**src/rtl/multiply_hilo_if.sv**
```systemverilog
// Issue-stage <-> multiply/HI-LO unit bus: multiply request, HI/LO moves and results.
// Handshake: start acts as a valid that is accepted on any rising edge where busy=0
// and no move (mthi/mtlo) is requested in the same cycle; busy acts as the inverted
// ready and the requester must hold start until it is accepted.
interface multiply_hilo_if;
  logic        start;
  logic        is_signed;
  logic [31:0] op_a;
  logic [31:0] op_b;
  logic        mthi;
  logic        mtlo;
  logic [31:0] wr_data;
  logic        busy;
  logic        done;
  logic [31:0] hi;
  logic [31:0] lo;

  modport master (
    output start, is_signed, op_a, op_b, mthi, mtlo, wr_data,
    input  busy, done, hi, lo
  );

  modport slave (
    input  start, is_signed, op_a, op_b, mthi, mtlo, wr_data,
    output busy, done, hi, lo
  );
endinterface

```
**src/rtl/multiply_hilo_unit.sv**
```systemverilog
// MULT/MULTU sequencer around a combinational unsigned multiplier, with HI/LO
// architectural registers and mthi/mtlo moves. Product is a LATENCY-cycle multicycle path.
module umultiplier (
  input  logic [31:0] in1,
  input  logic [31:0] in2,
  output logic [63:0] prod
);
  assign prod = {32'd0, in1} * {32'd0, in2};
endmodule

module multiply_hilo_unit #(
  parameter int LATENCY = 4  // legal range 1..15
) (
  input  logic                  clock,
  input  logic                  reset_n,
  multiply_hilo_if.slave        bus,
  output logic                  state_dbg
);
  typedef enum logic {IDLE = 1'b0, BUSY = 1'b1} state_t;

  state_t      state, state_nx;
  logic [3:0]  count, count_nx;
  logic [31:0] mag_a, mag_a_nx;
  logic [31:0] mag_b, mag_b_nx;
  logic        neg, neg_nx;
  logic [31:0] hi, hi_nx;
  logic [31:0] lo, lo_nx;
  logic        done, done_nx;
  logic [63:0] prod;
  logic [63:0] result;
  logic        move;

  // Magnitude registers stay constant while BUSY, forming the multicycle path.
  umultiplier u_mul (
    .in1  (mag_a),
    .in2  (mag_b),
    .prod (prod)
  );

  assign result = neg ? (64'd0 - prod) : prod;
  assign move   = bus.mthi | bus.mtlo;

  always_ff @(posedge clock or negedge reset_n) begin
    if (!reset_n) begin
      state <= IDLE;
      count <= 4'd0;
      mag_a <= 32'd0;
      mag_b <= 32'd0;
      neg   <= 1'b0;
      hi    <= 32'd0;
      lo    <= 32'd0;
      done  <= 1'b0;
    end else begin
      state <= state_nx;
      count <= count_nx;
      mag_a <= mag_a_nx;
      mag_b <= mag_b_nx;
      neg   <= neg_nx;
      hi    <= hi_nx;
      lo    <= lo_nx;
      done  <= done_nx;
    end
  end

  always_comb begin
    state_nx = state;
    count_nx = count;
    mag_a_nx = mag_a;
    mag_b_nx = mag_b;
    neg_nx   = neg;
    hi_nx    = hi;
    lo_nx    = lo;
    done_nx  = 1'b0;

    // A move always wins: it drops a pending start in IDLE and aborts a multiply in BUSY.
    if (bus.mthi) hi_nx = bus.wr_data;
    if (bus.mtlo) lo_nx = bus.wr_data;

    case (state)
      IDLE: begin
        if (!move && bus.start) begin
          mag_a_nx = (bus.is_signed && bus.op_a[31]) ? (32'd0 - bus.op_a) : bus.op_a;
          mag_b_nx = (bus.is_signed && bus.op_b[31]) ? (32'd0 - bus.op_b) : bus.op_b;
          neg_nx   = bus.is_signed & (bus.op_a[31] ^ bus.op_b[31]);
          count_nx = 4'(LATENCY - 1);
          state_nx = BUSY;
        end
      end
      BUSY: begin
        if (move) begin
          count_nx = 4'd0;
          state_nx = IDLE;
        end else if (count == 4'd0) begin
          hi_nx    = result[63:32];
          lo_nx    = result[31:0];
          done_nx  = 1'b1;
          state_nx = IDLE;
        end else begin
          count_nx = count - 4'd1;
        end
      end
      default: state_nx = IDLE;
    endcase
  end

  assign bus.busy  = (state == BUSY);
  assign bus.done  = done;
  assign bus.hi    = hi;
  assign bus.lo    = lo;
  assign state_dbg = state;
endmodule
```
**src/flat_wrapper.sv**
```systemverilog
// flat-port wrapper written by rule: the top's interface ports become plain ports
module multiply_hilo_unit_flat 
#(
  parameter int LATENCY = 4                      
)
  (clock, reset_n, state_dbg, bus_start, bus_is_signed, bus_op_a, bus_op_b, bus_mthi, bus_mtlo, bus_wr_data, bus_busy, bus_done, bus_hi, bus_lo);
  multiply_hilo_if bus_i ();
  input  logic clock;
  input  logic reset_n;
  output logic state_dbg;
  input wire logic [$bits(bus_i.start)-1:0] bus_start;
  input wire logic [$bits(bus_i.is_signed)-1:0] bus_is_signed;
  input wire logic [$bits(bus_i.op_a)-1:0] bus_op_a;
  input wire logic [$bits(bus_i.op_b)-1:0] bus_op_b;
  input wire logic [$bits(bus_i.mthi)-1:0] bus_mthi;
  input wire logic [$bits(bus_i.mtlo)-1:0] bus_mtlo;
  input wire logic [$bits(bus_i.wr_data)-1:0] bus_wr_data;
  output wire logic [$bits(bus_i.busy)-1:0] bus_busy;
  output wire logic [$bits(bus_i.done)-1:0] bus_done;
  output wire logic [$bits(bus_i.hi)-1:0] bus_hi;
  output wire logic [$bits(bus_i.lo)-1:0] bus_lo;
  assign bus_i.start = bus_start;
  assign bus_i.is_signed = bus_is_signed;
  assign bus_i.op_a = bus_op_a;
  assign bus_i.op_b = bus_op_b;
  assign bus_i.mthi = bus_mthi;
  assign bus_i.mtlo = bus_mtlo;
  assign bus_i.wr_data = bus_wr_data;
  assign bus_busy = bus_i.busy;
  assign bus_done = bus_i.done;
  assign bus_hi = bus_i.hi;
  assign bus_lo = bus_i.lo;
  multiply_hilo_unit #(.LATENCY(LATENCY)) u_core (.clock(clock), .reset_n(reset_n), .bus(bus_i), .state_dbg(state_dbg));
endmodule
```
**config.mk**
```make
export PLATFORM = sky130hd
export DESIGN_NAME = multiply_hilo_unit_flat
export DESIGN_NICKNAME = d
export VERILOG_FILES = /design/src/rtl/multiply_hilo_if.sv /design/src/rtl/multiply_hilo_unit.sv /design/src/flat_wrapper.sv
export SDC_FILE = /design/constraint.sdc
export NUM_CORES = 2
export LEC_CHECK = 0
export BUFFER_PORTS_ARGS = -buffer_cell sky130_fd_sc_hd__buf_2
export CORE_MARGIN = 1
export CORE_UTILIZATION = 30
export DETAILED_ROUTE_END_ITERATION = 8
export SYNTH_ARGS = -nofsm -noshare
export SYNTH_HDL_FRONTEND = slang
export SYNTH_HIERARCHICAL = 1
export SYNTH_SLANG_ARGS = --single-unit
```
**constraint.sdc**
```tcl
create_clock -name clock -period 14.4 [get_ports clock]
set_clock_uncertainty 0.1 [all_clocks]
set_input_delay 2.88 -clock clock [delete_from_list [all_inputs] [get_ports clock]]
set_output_delay 2.88 -clock clock [all_outputs]
set_load 0.005 [all_outputs]
```
== Word-level counts from Yosys, hierarchy flattened ==
Cells that the tools add are included.

* Add/subtract/negate cells: 4
* $mul: 1
* Eq/ne operators: 2
* Muxes and demuxes: 22
* Bitwise gates (word level): 4
* Reduce and logical (&&, ||, !) cells: 7

{| class="wikitable"
|+ Operators by type and width
! kind !! number
|-
| 32-bit 2-to-1 mux || 10
|-
| 32-bit by 32-bit multiplier with 64-bit output || 1
|-
| 64-bit 2-to-1 mux || 1
|-
| 1-bit by 32-bit subtractor with 32-bit output (first input constant) || 2
|-
| 1-bit by 64-bit subtractor with 64-bit output (first input constant) || 1
|-
| 4-bit 2-to-1 mux || 3
|-
| 4-bit one-hot mux with 2 select lines || 1
|-
| 1-bit 2-to-1 mux || 6
|-
| 4-bit logical NOT || 1
|-
| 2-bit AND reduction || 2
|-
| 4-bit by 1-bit subtractor with 4-bit output (second input constant) || 1
|-
| 1-bit logical AND || 3
|-
| 3-bit != test (second input constant) || 1
|-
| 2-bit by 1-bit != test with 1-bit output (second input constant) || 1
|-
| 1-bit one-hot mux with 2 select lines || 1
|-
| 1-bit AND || 1
|-
| 1-bit logical NOT || 1
|-
| 1-bit NOT || 1
|-
| 1-bit OR || 1
|-
| 1-bit bitwise XOR || 1
|}

* Register bits: 135
* Input bits: 102

== Longest topological paths before layout ==
* Depth after elaboration: 6
* Depth in mapped cells: 35
* Mapped depth without buffers: 33

== Modules after synthesis ==
The synthesis kept the hierarchy.

{| class="wikitable"
|+ Modules (own cells, without submodules)
! module !! instances !! cells each !! area an instance (µm²)
|-
| umultiplier || 1 || 3685 || 33220.6
|-
| multiply_hilo_unit || 1 || 975 || 8428.1
|}

== Least setup slack after synthesis ==
Ideal clock, no wire load.

* Kind: register to register
* Start: register u_core.mag_a[16]
* End: register u_core.hi[28], in the netlist u_core/bus.hi[28]
* Arrival: 8.792 ns
* Slack: 5.372 ns
* Stages on the path, launching flop included: 28
* Path buffers: 1
* Period minus slack after synthesis: 9.028 ns
* Cell sequence: dfrtp_1 -> clkbuf_1 -> and2_1 -> fa_1 -> fa_1 -> inv_1 -> fa_1 -> fa_1 -> fa_1 -> inv_1 -> fa_1 -> fa_1 -> fa_1 -> ha_1 -> nand4_1 -> or3_1 -> o221a_1 -> a211o_1 -> o41ai_2 -> nand3_1 -> o21ba_1 -> xnor2_1 -> or4_1 -> nor3_1 -> nand2_1 -> o41ai_1 -> xor2_1 -> a21oi_1

* Longest elaborated chain between the ends: 6

{| class="wikitable"
|+ Ends and longest elaborated chain
! what !! RTL line !! RTL
|-
| from (decl) || multiply_hilo_unit.sv:23 || <nowiki>logic [31:0] mag_a, mag_a_nx;</nowiki>
|-
| from (signal assigned) || multiply_hilo_unit.sv:56 || <nowiki>mag_a <= mag_a_nx;</nowiki>
|-
| 32-bit by 32-bit multiplier with 64-bit output || multiply_hilo_unit.sv:8 || <nowiki>assign prod = {32'd0, in1} * {32'd0, in2};</nowiki>
|-
| net u_core.prod[54] || multiply_hilo_unit.sv:29 || <nowiki>logic [63:0] prod;</nowiki>
|-
| 1-bit by 64-bit subtractor with 64-bit output || multiply_hilo_unit.sv:40 || <nowiki>assign result = neg ? (64'd0 - prod) : prod;</nowiki>
|-
| 64-bit 2-to-1 mux || multiply_hilo_unit.sv:40 ||
|-
| 32-bit 2-to-1 mux || multiply_hilo_unit.sv:93 || <nowiki>end else if (count == 4'd0) begin</nowiki>
|-
| 32-bit 2-to-1 mux || multiply_hilo_unit.sv:90 || <nowiki>if (move) begin</nowiki>
|-
| 32-bit 2-to-1 mux || multiply_hilo_unit.sv:79 || <nowiki>case (state)</nowiki>
|-
| net u_core.hi_nx[28] || multiply_hilo_unit.sv:26 || <nowiki>logic [31:0] hi, hi_nx;</nowiki>
|-
| to (signal assigned) || multiply_hilo_unit.sv:59 || <nowiki>hi <= hi_nx;</nowiki>
|-
| to (decl) || multiply_hilo_unit.sv:26 ||
|}

The timed path passes the listed nets, and every way through them passes these cells.
A chain may end at the register's enable or synchronous reset.

== Worst setup path in the final report ==
* Start: register u_core.mag_b[17]
* End: register u_core.hi[28], in the netlist u_core/bus.hi[28]

* Longest elaborated chain between the ends: 6

{| class="wikitable"
|+ Ends and longest elaborated chain
! what !! RTL line !! RTL
|-
| from (decl) || multiply_hilo_unit.sv:24 || <nowiki>logic [31:0] mag_b, mag_b_nx;</nowiki>
|-
| from (signal assigned) || multiply_hilo_unit.sv:57 || <nowiki>mag_b <= mag_b_nx;</nowiki>
|-
| 32-bit by 32-bit multiplier with 64-bit output || multiply_hilo_unit.sv:8 ||
|-
| net u_core.prod[54] || multiply_hilo_unit.sv:29 ||
|-
| 1-bit by 64-bit subtractor with 64-bit output || multiply_hilo_unit.sv:40 ||
|-
| 64-bit 2-to-1 mux || multiply_hilo_unit.sv:40 ||
|-
| 32-bit 2-to-1 mux || multiply_hilo_unit.sv:93 ||
|-
| 32-bit 2-to-1 mux || multiply_hilo_unit.sv:90 ||
|-
| 32-bit 2-to-1 mux || multiply_hilo_unit.sv:79 ||
|-
| net u_core.hi_nx[28] || multiply_hilo_unit.sv:26 ||
|}

The timed path passes the listed nets, and every way through them passes these cells.

==> results.sh <==
export IMPL_syn_avg_cell_area_um2=8.94
export IMPL_hold_start="u_core/mag_b[7]"
export IMPL_synth_area_leaders="fa_1 (43%), and2_1 (9.1%), dfrtp_1 (8.1%)"
export IMPL_hold_buffers=0
export IMPL_rr_worst_depth=29
export IMPL_drive_gt1_share_pct=6.51
export IMPL_period_share_pct=73.8
export IMPL_cp_max_fo=33
export IMPL_drc_errors=0
export IMPL_end_kind="register"
export IMPL_tightest_slew_ns=1.37
export IMPL_cp_arrival_ns=10.88
export IMPL_fmax_ghz=0.0941
export IMPL_insertion_delay_ns=0.49
export IMPL_grt_pass1_wl_um=200000
export IMPL_min_to="u_core/mag_b[7]"
export IMPL_fin_crit_ns=10.63
export IMPL_synth_cell_types=70
export IMPL_htree_levels=4
export IMPL_routabilityCongestion=0.928
export IMPL_syn2layout_area_growth_pct=7.61
export IMPL_hold_viol=0
export IMPL_crit_top_cell="fa_1"
export IMPL_coreArea_mm2=0.138
export IMPL_grt_pass1_vias=33700
export IMPL_overflow=0
export IMPL_start_util_pct=30.3
export IMPL_cts_root_buf="clkbuf_16"
export IMPL_io_pins=169
export IMPL_grt_usage_pct=18.3
export IMPL_antenna_left=0
export IMPL_whs_path_depth=2
export IMPL_vias=31600
export IMPL_viasPerCell=4.89
export IMPL_synth_edff_count=0
export IMPL_critPathKind="register to register"
export IMPL_yosysSeqAreaShare_pct=8.11
export IMPL_drt_iter0_markers=2358
export IMPL_synth_seq_cells=135
export IMPL_final_setup_viol_count=0
export IMPL_slew_viol_final=0
export IMPL_cts_resized_gates=0
export IMPL_cts_buffers=17
export IMPL_io_buffers=168
export IMPL_cap_violations=0
export IMPL_rrSetupSlack_ns=3.77
export IMPL_hold_slack_ns=0.396
export IMPL_preCtsSetupSlack_ns=3.91
export IMPL_status="finished clean"
export IMPL_async_reset_ff_share_pct=100
export IMPL_startpoint_type="register"
export IMPL_hold_class="register to register"
export IMPL_worstReg2RegStart="u_core/mag_b[17]"
export IMPL_slew_limit_headroom_pct=8.43
export IMPL_synth_cells=4660
export IMPL_ys_dominant_reg_cell="dfrtp_1"
export IMPL_final_nets=5907
export IMPL_cp_data_required_time_ns=14.65
export IMPL_wirelength_um=126000
export IMPL_clock_sinks=135
export IMPL_synth_most_common_cell="fa_1"
export IMPL_post_drt_wl_per_cell_um=19.5
export IMPL_synth_top_area_share_pct=43.1
export IMPL_synth_commonest_cells="fa_1 (896), inv_1 (875), nand2_1 (616)"
export IMPL_yosys_area_top_type="fa_1"
export IMPL_post_cts_buffers=0
export IMPL_dp_hpwl_um=99400
export IMPL_fp_dieW_um=375
export IMPL_finalWorstSetupSlack_ns=3.77
export IMPL_clk_pin_slew_worst_paths_ns=0.08
export IMPL_antenna_found_initial=3
export IMPL_first_pass_iters=8
export IMPL_ys_warn_count=6
export IMPL_slowest_delay_ns=0.90
export IMPL_grt_setup_unrepaired="false"
export IMPL_fin_util_pct=32.6
export IMPL_clk_path_buf_depth=2
export IMPL_die_area_mm2=0.140
export IMPL_grt_max_degree=94
export IMPL_fp_dieH_um=375
export IMPL_finalSetupTns_ns=0
export IMPL_reg2reg_to="u_core/bus.hi[28]"
export IMPL_row_count=136
export IMPL_netlist_area_mm2=0.0416
export IMPL_slowest_stage="dfrtp_1"
export IMPL_synthesis_nets=5926
export IMPL_cts_tree="done"
[state kept, by name (all words and copies together), names as in the netlist]
signal           cells
u_core/neg           1
u_core/mag_a        32
u_core/bus.done      1
u_core/bus.busy      1
u_core/count         4
u_core/bus.hi       32
u_core/mag_b        32
u_core/bus.lo       32
[layout by cell type, fill, tap and decap left out, types with 17 or more instances in the layout]
cell,Yosys,final
clkbuf_16,0,17
nor2_1,72,72
and2_1,606,606
nor3_1,32,32
nor4_1,17,17
nand2_1,616,616
nand3_1,27,27
dfrtp_1,135,128
inv_1,875,875
or4_1,19,19
buf_4,2,64
buf_2,2,167
o31ai_1,23,23
xnor2_1,91,91
o21ai_0,144,144
nand4_1,22,22
ha_1,268,268
xor2_1,91,91
mux2i_1,18,18
nor2b_1,46,46
a21o_1,27,27
a211oi_1,47,47
fa_1,896,896
a21oi_1,144,144
o21bai_1,19,19
[metrics by stage]
step	std cells	instance area [µm²]
2_1_floorplan	4660	41600
3_3_place_gp	6416	44200
3_5_place_dp	6416	44200
4_1_cts	6448	44800
5_1_grt	6448	44800
6_report	6450	44800
[area by class of cell]
type	instances	area [µm²]
fill	14200	92800
multi-input combinational	3378	34000
sequential	135	3390
inverter	877	3290
tap	1794	2240
timing repair buffer	232	1330
clock buffer	17	425
clock inverter	15	180
antenna	2	5.00
[cell families (layout without fill, tap and decap cells)]
family	after synthesis	in the layout	synth area share [%]
buffers and inverters	1147	1141	10.4
and+or+nand+nor	1520	1520	18.7
AOI/OAI and AO/OA	487	487	7.22
DFF	135	135	8.11
xor gates and xnor gates	182	182	3.83
muxes	25	25	0.622
other	0	2	0
adders and majority gates	1164	1164	51.1
[worst max-delay path by stage]
stage,start,to,depth (start not counted)
floorplan,u_core/mag_a[16],u_core/bus.hi[28],27
global placement,u_core/mag_b[17],u_core/bus.hi[28],28
detailed placement,u_core/mag_a[21],u_core/bus.hi[28],27
CTS,u_core/mag_b[17],u_core/bus.hi[28],29
global route,u_core/mag_a[19],u_core/bus.hi[28],28
finish,u_core/mag_b[17],u_core/bus.hi[28],29
[per-layer routing]
layer  share of wire, %  vias up  GRT usage [%]
li1                   -    14100              -
met3                6.6      123           3.30
met2                 46      997           28.6
met4                3.0        0           5.63
met5                  0        -              0
met1                 45    16400           25.6
[worst max-delay path, delay by kind of cell, from the launching register on]
| family | cells | cell delay, ns |
|---|---|---|
| buffers and inverters | 4 | 0.25 |
| adder cells (fa/ha/maj) | 9 | 4.52 |
| flip-flops | 1 | 0.90 |
| AND/OR/NAND/NOR | 6 | 2.25 |
| XOR/XNOR | 2 | 0.34 |
| AO/OA/AOI/OAI | 8 | 2.14 |
Power is left out: the tool's default activity adds up to more than one toggle a clock period on the data nets, which glitch-free logic cannot reach.
